--- src/rtl/riffa_chnl_pkg.sv ---
// Shared types and helpers for the RIFFA host-side channel endpoint.
// Holds both FSM state encodings and the word-to-beat conversion.
package riffa_chnl_pkg;

  localparam int WORD_W = 32;

  typedef enum logic [1:0] {
    R_IDLE,
    R_REQ,
    R_DATA,
    R_DONE
  } rx_state_e;

  typedef enum logic [2:0] {
    T_IDLE,
    T_ACK,
    T_DATA,
    T_DONE,
    T_WAIT
  } tx_state_e;

  // Round up to whole beats; 33-bit sum so an all-ones length cannot wrap.
  function automatic logic [31:0] len_to_beats(
    input logic [31:0] len,
    input int unsigned lg
  );
    logic [32:0] s;
    s = {1'b0, len} + 33'((1 << lg) - 1);
    return 32'(s >> lg);
  endfunction

endpackage

--- src/rtl/riffa_chnl_if.sv ---
// RIFFA channel bundle between host endpoint and channel controller.
// The host endpoint drives RX requests/beats and acknowledges TX.
interface riffa_chnl_if #(
  parameter int W = 128
);
  logic          CHNL_RX;
  logic          CHNL_RX_LAST;
  logic [31:0]   CHNL_RX_LEN;
  logic [30:0]   CHNL_RX_OFF;
  logic          CHNL_RX_ACK;
  logic [W-1:0]  CHNL_RX_DATA;
  logic          CHNL_RX_DATA_VALID;
  logic          CHNL_RX_DATA_REN;
  logic          CHNL_TX;
  logic          CHNL_TX_LAST;
  logic [31:0]   CHNL_TX_LEN;
  logic [30:0]   CHNL_TX_OFF;
  logic          CHNL_TX_ACK;
  logic [W-1:0]  CHNL_TX_DATA;
  logic          CHNL_TX_DATA_VALID;
  logic          CHNL_TX_DATA_REN;

  modport master (
    output CHNL_RX, CHNL_RX_LAST, CHNL_RX_LEN, CHNL_RX_OFF,
    output CHNL_RX_DATA, CHNL_RX_DATA_VALID,
    input  CHNL_RX_ACK, CHNL_RX_DATA_REN,
    input  CHNL_TX, CHNL_TX_LAST, CHNL_TX_LEN, CHNL_TX_OFF,
    input  CHNL_TX_DATA, CHNL_TX_DATA_VALID,
    output CHNL_TX_ACK, CHNL_TX_DATA_REN
  );

  modport slave (
    input  CHNL_RX, CHNL_RX_LAST, CHNL_RX_LEN, CHNL_RX_OFF,
    input  CHNL_RX_DATA, CHNL_RX_DATA_VALID,
    output CHNL_RX_ACK, CHNL_RX_DATA_REN,
    output CHNL_TX, CHNL_TX_LAST, CHNL_TX_LEN, CHNL_TX_OFF,
    output CHNL_TX_DATA, CHNL_TX_DATA_VALID,
    input  CHNL_TX_ACK, CHNL_TX_DATA_REN
  );
endinterface

--- src/rtl/riffa_beat_counter.sv ---
// 32-bit beat down-counter with last/zero flags.
// Load has priority over decrement.
module riffa_beat_counter (
  input  logic        CLK,
  input  logic        RST,
  input  logic        load_i,
  input  logic [31:0] load_val_i,
  input  logic        dec_i,
  output logic        last_o,
  output logic        zero_o
);
  logic [31:0] cnt_q, cnt_d;

  // Next count: load a fresh length or step down per beat.
  always_comb begin
    cnt_d = cnt_q;
    if (load_i)
      cnt_d = load_val_i;
    else if (dec_i && cnt_q != '0)
      cnt_d = cnt_q - 32'd1;
  end

  // Count register.
  always_ff @(posedge CLK or posedge RST) begin
    if (RST) cnt_q <= '0;
    else     cnt_q <= cnt_d;
  end

  assign last_o = (cnt_q == 32'd1);
  assign zero_o = (cnt_q == '0);
endmodule

--- src/rtl/riffa_chnl_host_end.sv ---
// Host-side RIFFA channel endpoint: feeds RX from a source stream
// and drains TX into a sink stream; both halves run independently.
module riffa_chnl_host_end
  import riffa_chnl_pkg::*;
#(
  parameter int C_PCI_DATA_WIDTH = 128
) (
  input  logic                        CLK,
  input  logic                        RST,
  input  logic                        cmd_start,
  input  logic [31:0]                 cmd_len,
  input  logic [30:0]                 cmd_off,
  output logic                        cmd_busy,
  output logic                        cmd_done,
  output logic                        cmd_err,
  input  logic [C_PCI_DATA_WIDTH-1:0] src_data,
  input  logic                        src_valid,
  output logic                        src_ready,
  riffa_chnl_if.master                chnl,
  output logic [C_PCI_DATA_WIDTH-1:0] snk_data,
  output logic                        snk_valid,
  output logic                        snk_last,
  input  logic                        snk_ready,
  output logic [31:0]                 tx_len,
  output logic                        tx_last,
  output logic                        tx_done
);
  localparam int WPB = C_PCI_DATA_WIDTH / WORD_W;
  localparam int unsigned LG = $clog2(WPB);

  rx_state_e   rx_st_q, rx_st_d;
  tx_state_e   tx_st_q, tx_st_d;
  logic [31:0] len_q, tx_len_q;
  logic [30:0] off_q;
  logic        err_q, err_d, tx_last_q;
  logic        rx_load, rx_dec, rx_last, rx_zero, rx_on, rx_vld;
  logic        tx_load, tx_dec, tx_lst, tx_zero, tx_ren, tx_vld;

  riffa_beat_counter u_rx_cnt (
    .CLK        (CLK),
    .RST        (RST),
    .load_i     (rx_load),
    .load_val_i (len_to_beats(cmd_len, LG)),
    .dec_i      (rx_dec),
    .last_o     (rx_last),
    .zero_o     (rx_zero)
  );

  riffa_beat_counter u_tx_cnt (
    .CLK        (CLK),
    .RST        (RST),
    .load_i     (tx_load),
    .load_val_i (len_to_beats(chnl.CHNL_TX_LEN, LG)),
    .dec_i      (tx_dec),
    .last_o     (tx_lst),
    .zero_o     (tx_zero)
  );

  // RX next state: request, stream beats, pulse done; reject empty starts.
  always_comb begin
    rx_st_d = rx_st_q;
    rx_load = 1'b0;
    rx_dec  = 1'b0;
    rx_on   = 1'b0;
    rx_vld  = 1'b0;
    err_d   = 1'b0;
    case (rx_st_q)
      R_IDLE: begin
        if (cmd_start) begin
          if (cmd_len != '0) begin
            rx_load = 1'b1;
            rx_st_d = R_REQ;
          end else begin
            err_d = 1'b1;
          end
        end
      end
      R_REQ: begin
        rx_on = 1'b1;
        if (chnl.CHNL_RX_ACK)
          rx_st_d = rx_zero ? R_DONE : R_DATA;
      end
      R_DATA: begin
        rx_on  = 1'b1;
        rx_vld = src_valid;
        rx_dec = src_valid & chnl.CHNL_RX_DATA_REN;
        if (rx_dec && rx_last) rx_st_d = R_DONE;
      end
      R_DONE:  rx_st_d = R_IDLE;
      default: rx_st_d = R_IDLE;
    endcase
  end

  // TX next state: ack once, forward beats, pulse done, wait for release.
  always_comb begin
    tx_st_d = tx_st_q;
    tx_load = 1'b0;
    tx_dec  = 1'b0;
    tx_ren  = 1'b0;
    tx_vld  = 1'b0;
    case (tx_st_q)
      T_IDLE: begin
        if (chnl.CHNL_TX) begin
          tx_load = 1'b1;
          tx_st_d = T_ACK;
        end
      end
      T_ACK:   tx_st_d = tx_zero ? T_DONE : T_DATA;
      T_DATA: begin
        tx_vld = chnl.CHNL_TX_DATA_VALID;
        tx_ren = snk_ready;
        tx_dec = tx_vld & tx_ren;
        if (tx_dec && tx_lst) tx_st_d = T_DONE;
      end
      T_DONE:  tx_st_d = T_WAIT;
      T_WAIT:  if (!chnl.CHNL_TX) tx_st_d = T_IDLE;
      default: tx_st_d = T_IDLE;
    endcase
  end

  // State and latched request registers; reset abandons any transfer.
  always_ff @(posedge CLK or posedge RST) begin
    if (RST) begin
      rx_st_q   <= R_IDLE;
      tx_st_q   <= T_IDLE;
      len_q     <= '0;
      off_q     <= '0;
      err_q     <= 1'b0;
      tx_len_q  <= '0;
      tx_last_q <= 1'b0;
    end else begin
      rx_st_q <= rx_st_d;
      tx_st_q <= tx_st_d;
      err_q   <= err_d;
      if (rx_load) begin
        len_q <= cmd_len;
        off_q <= cmd_off;
      end
      if (tx_load) begin
        tx_len_q  <= chnl.CHNL_TX_LEN;
        tx_last_q <= chnl.CHNL_TX_LAST;
      end
    end
  end

  assign cmd_busy = (rx_st_q != R_IDLE);
  assign cmd_done = (rx_st_q == R_DONE);
  assign cmd_err  = err_q;
  assign src_ready = rx_vld & chnl.CHNL_RX_DATA_REN;

  assign chnl.CHNL_RX            = rx_on;
  assign chnl.CHNL_RX_LAST       = rx_on;
  assign chnl.CHNL_RX_LEN        = len_q;
  assign chnl.CHNL_RX_OFF        = off_q;
  assign chnl.CHNL_RX_DATA_VALID = rx_vld;
  assign chnl.CHNL_RX_DATA       = (rx_st_q == R_DATA) ? src_data : '0;

  assign chnl.CHNL_TX_ACK      = (tx_st_q == T_ACK);
  assign chnl.CHNL_TX_DATA_REN = tx_ren;

  assign snk_valid = tx_vld;
  assign snk_last  = (tx_st_q == T_DATA) & tx_lst;
  assign snk_data  = (tx_st_q == T_DATA) ? chnl.CHNL_TX_DATA : '0;
  assign tx_len    = tx_len_q;
  assign tx_last   = tx_last_q;
  assign tx_done   = (tx_st_q == T_DONE);
endmodule
--- src/flat_wrapper.sv ---
// flat-port wrapper written by rule: the top's interface ports become plain ports
module riffa_chnl_host_end_flat import riffa_chnl_pkg::*;
#(
  parameter int C_PCI_DATA_WIDTH = 128
)
  (CLK, RST, cmd_start, cmd_len, cmd_off, cmd_busy, cmd_done, cmd_err, src_data, src_valid, src_ready, snk_data, snk_valid, snk_last, snk_ready, tx_len, tx_last, tx_done, chnl_CHNL_RX, chnl_CHNL_RX_LAST, chnl_CHNL_RX_LEN, chnl_CHNL_RX_OFF, chnl_CHNL_RX_DATA, chnl_CHNL_RX_DATA_VALID, chnl_CHNL_RX_ACK, chnl_CHNL_RX_DATA_REN, chnl_CHNL_TX, chnl_CHNL_TX_LAST, chnl_CHNL_TX_LEN, chnl_CHNL_TX_OFF, chnl_CHNL_TX_DATA, chnl_CHNL_TX_DATA_VALID, chnl_CHNL_TX_ACK, chnl_CHNL_TX_DATA_REN);
  riffa_chnl_if chnl_i ();
  input  logic CLK;
  input  logic RST;
  input  logic cmd_start;
  input  logic [31:0] cmd_len;
  input  logic [30:0] cmd_off;
  output logic cmd_busy;
  output logic cmd_done;
  output logic cmd_err;
  input  logic [C_PCI_DATA_WIDTH-1:0] src_data;
  input  logic src_valid;
  output logic src_ready;
  output logic [C_PCI_DATA_WIDTH-1:0] snk_data;
  output logic snk_valid;
  output logic snk_last;
  input  logic snk_ready;
  output logic [31:0] tx_len;
  output logic tx_last;
  output logic tx_done;
  output wire logic [$bits(chnl_i.CHNL_RX)-1:0] chnl_CHNL_RX;
  output wire logic [$bits(chnl_i.CHNL_RX_LAST)-1:0] chnl_CHNL_RX_LAST;
  output wire logic [$bits(chnl_i.CHNL_RX_LEN)-1:0] chnl_CHNL_RX_LEN;
  output wire logic [$bits(chnl_i.CHNL_RX_OFF)-1:0] chnl_CHNL_RX_OFF;
  output wire logic [$bits(chnl_i.CHNL_RX_DATA)-1:0] chnl_CHNL_RX_DATA;
  output wire logic [$bits(chnl_i.CHNL_RX_DATA_VALID)-1:0] chnl_CHNL_RX_DATA_VALID;
  input wire logic [$bits(chnl_i.CHNL_RX_ACK)-1:0] chnl_CHNL_RX_ACK;
  input wire logic [$bits(chnl_i.CHNL_RX_DATA_REN)-1:0] chnl_CHNL_RX_DATA_REN;
  input wire logic [$bits(chnl_i.CHNL_TX)-1:0] chnl_CHNL_TX;
  input wire logic [$bits(chnl_i.CHNL_TX_LAST)-1:0] chnl_CHNL_TX_LAST;
  input wire logic [$bits(chnl_i.CHNL_TX_LEN)-1:0] chnl_CHNL_TX_LEN;
  input wire logic [$bits(chnl_i.CHNL_TX_OFF)-1:0] chnl_CHNL_TX_OFF;
  input wire logic [$bits(chnl_i.CHNL_TX_DATA)-1:0] chnl_CHNL_TX_DATA;
  input wire logic [$bits(chnl_i.CHNL_TX_DATA_VALID)-1:0] chnl_CHNL_TX_DATA_VALID;
  output wire logic [$bits(chnl_i.CHNL_TX_ACK)-1:0] chnl_CHNL_TX_ACK;
  output wire logic [$bits(chnl_i.CHNL_TX_DATA_REN)-1:0] chnl_CHNL_TX_DATA_REN;
  assign chnl_CHNL_RX = chnl_i.CHNL_RX;
  assign chnl_CHNL_RX_LAST = chnl_i.CHNL_RX_LAST;
  assign chnl_CHNL_RX_LEN = chnl_i.CHNL_RX_LEN;
  assign chnl_CHNL_RX_OFF = chnl_i.CHNL_RX_OFF;
  assign chnl_CHNL_RX_DATA = chnl_i.CHNL_RX_DATA;
  assign chnl_CHNL_RX_DATA_VALID = chnl_i.CHNL_RX_DATA_VALID;
  assign chnl_i.CHNL_RX_ACK = chnl_CHNL_RX_ACK;
  assign chnl_i.CHNL_RX_DATA_REN = chnl_CHNL_RX_DATA_REN;
  assign chnl_i.CHNL_TX = chnl_CHNL_TX;
  assign chnl_i.CHNL_TX_LAST = chnl_CHNL_TX_LAST;
  assign chnl_i.CHNL_TX_LEN = chnl_CHNL_TX_LEN;
  assign chnl_i.CHNL_TX_OFF = chnl_CHNL_TX_OFF;
  assign chnl_i.CHNL_TX_DATA = chnl_CHNL_TX_DATA;
  assign chnl_i.CHNL_TX_DATA_VALID = chnl_CHNL_TX_DATA_VALID;
  assign chnl_CHNL_TX_ACK = chnl_i.CHNL_TX_ACK;
  assign chnl_CHNL_TX_DATA_REN = chnl_i.CHNL_TX_DATA_REN;
  riffa_chnl_host_end #(.C_PCI_DATA_WIDTH(C_PCI_DATA_WIDTH)) u_core (.CLK(CLK), .RST(RST), .cmd_start(cmd_start), .cmd_len(cmd_len), .cmd_off(cmd_off), .cmd_busy(cmd_busy), .cmd_done(cmd_done), .cmd_err(cmd_err), .src_data(src_data), .src_valid(src_valid), .src_ready(src_ready), .chnl(chnl_i), .snk_data(snk_data), .snk_valid(snk_valid), .snk_last(snk_last), .snk_ready(snk_ready), .tx_len(tx_len), .tx_last(tx_last), .tx_done(tx_done));
endmodule
--- config.mk ---
export PLATFORM = sky130hd
export DESIGN_NAME = riffa_chnl_host_end_flat
export DESIGN_NICKNAME = d
export VERILOG_FILES = /design/src/rtl/riffa_chnl_pkg.sv /design/src/rtl/riffa_chnl_if.sv /design/src/rtl/riffa_beat_counter.sv /design/src/rtl/riffa_chnl_host_end.sv /design/src/flat_wrapper.sv
export SDC_FILE = /design/constraint.sdc
export NUM_CORES = 1
export LEC_CHECK = 0
export BUFFER_PORTS_ARGS = -buffer_cell sky130_fd_sc_hd__buf_2
export CAP_MARGIN = 20
export CORE_AREA = 2 2 291 293
export DETAILED_ROUTE_END_ITERATION = 7
export DIE_AREA = 0 0 293 295
export GPL_TIMING_DRIVEN = 0
export PLACE_DENSITY_LB_ADDON = 0.1
export SLEW_MARGIN = 25
export SYNTH_ARGS = -nofsm -noshare
export SYNTH_HDL_FRONTEND = slang
export SYNTH_SLANG_ARGS = --single-unit
--- constraint.sdc ---
create_clock -name CLK -period 6.7 [get_ports CLK]
set_clock_uncertainty 0.1 [all_clocks]
set_input_delay 0.335 -clock CLK [delete_from_list [all_inputs] [get_ports CLK]]
set_output_delay 0.335 -clock CLK [all_outputs]
set_load 0.01 [all_outputs]
==> flow_summary_export.csv <==
group,metric,value,unit
run_status,status,"finished clean",
critical_path,crit_slowest_cell,"clkbuf_1",
critical_path,r2r_cells,7,
sta,grt_setup_unrepaired,"no",
job,maxCapViolations,0,
clock_network,cts_root_buf,"clkbuf_16",
drt,wl_per_cell,23.05,um
yosys,synth_edf_count,0,
yosys,synth_top_area_cell,"dfrtp_1",
yosys,yosys-top-cells-area,"dfrtp_1, and2_1, mux2_2, nand2_1, xnor2_1",
drt,viasPerCell,3.890,
global_route,grt_use_total,15.87,%
power_and_ir_drop,power_frac_seq,29.5,%
power_and_ir_drop,ir_drop,0.1562,mV
clock_network,numCtsBuffers,17,
drt,vias,12060,
power_and_ir_drop,p_comb_share,53.4,%
drt,drt_iter0_drc,487,
critical_path,critPathTopFamily,"simple AND/OR/NAND/NOR gates",
yosys,synth_ff_type,"dfrtp_1",
floorplanning,dieArea,86440,um2
yosys,ys_ff_latch,166,
finish,fillCellCount,9380,
finish,layout.cells.most_common,"buf_2",
critical_path,r2r-end,"u_core.chnl.CHNL_RX_OFF[10]$_DFFE_PP0P_",
floorplanning,start_util,12.74,%
critical_path,crit_required,6260,ps
floorplanning,core,83160,um2
clock_network,ctsHoldBuffers,62,
yosys,async_flop_share,100.0,%
drt,ant_nets,0,
yosys,ys_types,58,
min_path,hold_class,"input port to flop",
min_path,holdPathEnd,"u_core.u_rx_cnt.cnt_q[30]$_DFFE_PP0P_",
floorplanning,io_pins,756,
drt,wl,71.44,mm
sta,fmax,0.2842,GHz
finish,final_cell_mix,"buf_2, and2_1, dfrtp_1",
critical_path,r2r-start,"u_core.rx_st_q[1]$_DFFE_PP0P_",
clock_network,post_cts_buffers,0,
floorplanning,die_y,295,um
global_route,antenna_found_initial,42,
finish,design_area,16910,um2
global_route,overflow,0,
power_and_ir_drop,p_sw,0.002786,W
finish,fin_nets,2381,
sta,relSlewSlack,38.90,%
clock_network,clkTransAtPathRegs,80,ps
drt,drt_drc_violations_left,0,
critical_path,path_buf_inv,3,
clock_network,clkSinkCount,166,
clock_network,clk_latency,490,ps
finish,final_util,20.33,%
global_route,grt_max_degree,69,
sta,finalSetupViolations,0,
global_route,grt_pass1_wl,95.21,mm
clock_network,cts.path.max_buffers,2,
placement,place.gp.congestion,0.8549,
placement,portBuffers,723,
power_and_ir_drop,fin_total_pwr,0.006230,W
floorplanning,placement_rows,106,
yosys,synth_warnings,0,
clock_network,post_cts_resized,0,
power_and_ir_drop,p_clk_share,17.1,%
power_and_ir_drop,power_switching_share,44.72,%
sta,slew_violations,0,
critical_path,critPathMaxStageDelay,500,ps
critical_path,start_kind,"flop",
critical_path,reg2reg_slack,3230,ps
finish,syn2layout_area_growth,59.63,%
critical_path,cp-end-kind,"output pin",
min_path,worstHoldStart,"cmd_len[31]",
critical_path,cp.arrival,3080,ps
yosys,syn_nets,1575,
yosys,yosysSeqAreaShare,39.22,%
power_and_ir_drop,leakagePower,8.103,nW
sta,min_period,3519,ps
clock_network,htree_levels,4,
placement,hpwl,60.78,mm
sta,worstMarginPinSlew,916.4,ps
sta,final-hold-violation-count,0,
finish,layout-drive-gt1-share,42.40,%
global_route,grt_pass1_vias,12190,
sta,finalHoldWorstSlack,54.57,ps
floorplanning,die_w,293,um
power_and_ir_drop,power.density,368.5,nW/um2
yosys,syn_avg_cell_area,9.014,um2
yosys,synth_area,10590,um2
placement,placed_area,15630,um2
critical_path,crit_chain,"nor2b_1 -> nor2b_1 -> clkbuf_1 -> clkbuf_1 -> and2_1 -> buf_2",
yosys,synth_top_cell_area_share,39.22,%
yosys,synthCells,1175,
critical_path,crit_fanout,10,
sta,min_period_over_period,52.52,%
sta,tns,0,ps
drt,drt_pre_antenna_iters,5,
clock_network,cts_tree,"built",
power_and_ir_drop,power.internal,0.003444,W
min_path,hold_depth,3,
critical_path,critPathKind,"flop to output pin",
synthesized netlist by cell type, types with 2 or more instances:
cell and instances:
and2_1 267, dfrtp_1 166, nand2_1 148, mux2_2 63, xnor2_1 59, clkbuf_1 56
xor2_1 44, nor2_1 41, nor3_1 31, nor4_1 31, mux2i_1 26, nand3_1 25
o21ai_1 24, a21oi_1 21, inv_1 14, nand4_1 14, or3_1 14, or4_1 14
o21ai_0 10, ha_1 8, and3_1 7, and4_1 7, nand2b_1 7, o21a_1 7
or2_2 7, nor2b_1 6, nor4_2 5, a211oi_1 4, buf_1 4, buf_2 4
nand4b_1 4, nor3b_1 3, a21boi_1 2, a311oi_1 2, a31o_2 2, and3b_1 2
nand3b_1 2, nor4b_1 2, o2111ai_1 2, o211ai_1 2
metrics by stage:
| stage | std cells | setup slack (ps) |
|---|---|---|
| after floorplan | 1175 | 1775 |
| after global placement | 2978 | -1591 |
| after detailed placement | 2980 | 3167 |
| after CTS | 3073 | 3144 |
| after global routing | 3095 | 2895 |
| final | 3099 | 3181 |
flip-flops by register name, indices dropped and copies added, names as in the netlist:
register,count
u_core.chnl.CHNL_RX_OFF,31
u_core.u_tx_cnt.cnt_q,32
u_core.chnl.CHNL_RX_LEN,32
u_core.cmd_err,1
u_core.tx_len,32
u_core.tx_st_q,3
u_core.rx_st_q,2
u_core.tx_last,1
u_core.u_rx_cnt.cnt_q,32
cell families after synthesis:
kind of cell,synth area share (%)
mux,9.262
flops,39.22
fa+ha+maj,0.9451
simple gates,34.15
xor+xnor,8.517
compound gates,5.021
buf+inv,2.882
power by group through the flow:
stage / registers (W) / clock network [W] / logic [W]
6_report: 0.00184 / 0.00106 / 0.00333
4_1_cts: 0.00184 / 0.00113 / 0.00337
3_3_place_gp: 0.00185 / 0 / 0.00334
2_1_floorplan: 0.00193 / 0 / 0.00166
3_5_place_dp: 0.00185 / 0 / 0.00333
5_1_grt: 0.00191 / 0.00115 / 0.00361
metal layers:
metal / GRT usage [%] / vias up / part of all wire, %
li1: - / 5601 / -
met1: 15.85 / 5848 / 35
met2: 27.81 / 473 / 51
met3: 4.977 / 124 / 7.0
met4: 11.77 / 10 / 7.0
met5: 0 / - / 0.080
how the worst max path moves through the flow:
stage                                  startpoint  slack, ps  cells past startpoint                                      end
finish              u_core.tx_st_q[2]$_DFFE_PP0P_       3180                      6                             snk_data[27]
floorplan                                     RST       1770                      1   u_core.chnl.CHNL_RX_LEN[0]$_DFFE_PP0P_
global placement                              RST      -1590                      2  u_core.chnl.CHNL_RX_OFF[27]$_DFFE_PP0P_
detailed placement                     cmd_len[4]       3170                      9    u_core.u_rx_cnt.cnt_q[19]$_DFFE_PP0P_
global route        u_core.tx_st_q[2]$_DFFE_PP0P_       2890                      6                             snk_data[27]
CTS                 u_core.tx_st_q[2]$_DFFE_PP0P_       3140                      6                             snk_data[27]
area by class of cell:
type / count / area [um2] / share of cell area [%]
diodes: 26 / 65.06 / 0.3848
plain buffers: 65 / 252.7 / 1.495
clock buffers: 18 / 429.2 / 2.538
clock inverters: 13 / 162.7 / 0.9620
inverters: 14 / 60.06 / 0.3552
multi-input cells: 930 / 6138 / 36.31
flip-flops and latches: 166 / 4154 / 24.57
well taps: 1080 / 1351 / 7.992
repair buffers: 787 / 4294 / 25.40
tightest hold or removal path, stage by stage:
cell and delay [ps]:
buf_2 130, nand3_1 70, o21ai_1 60
(Power assumes the default switching activity.)
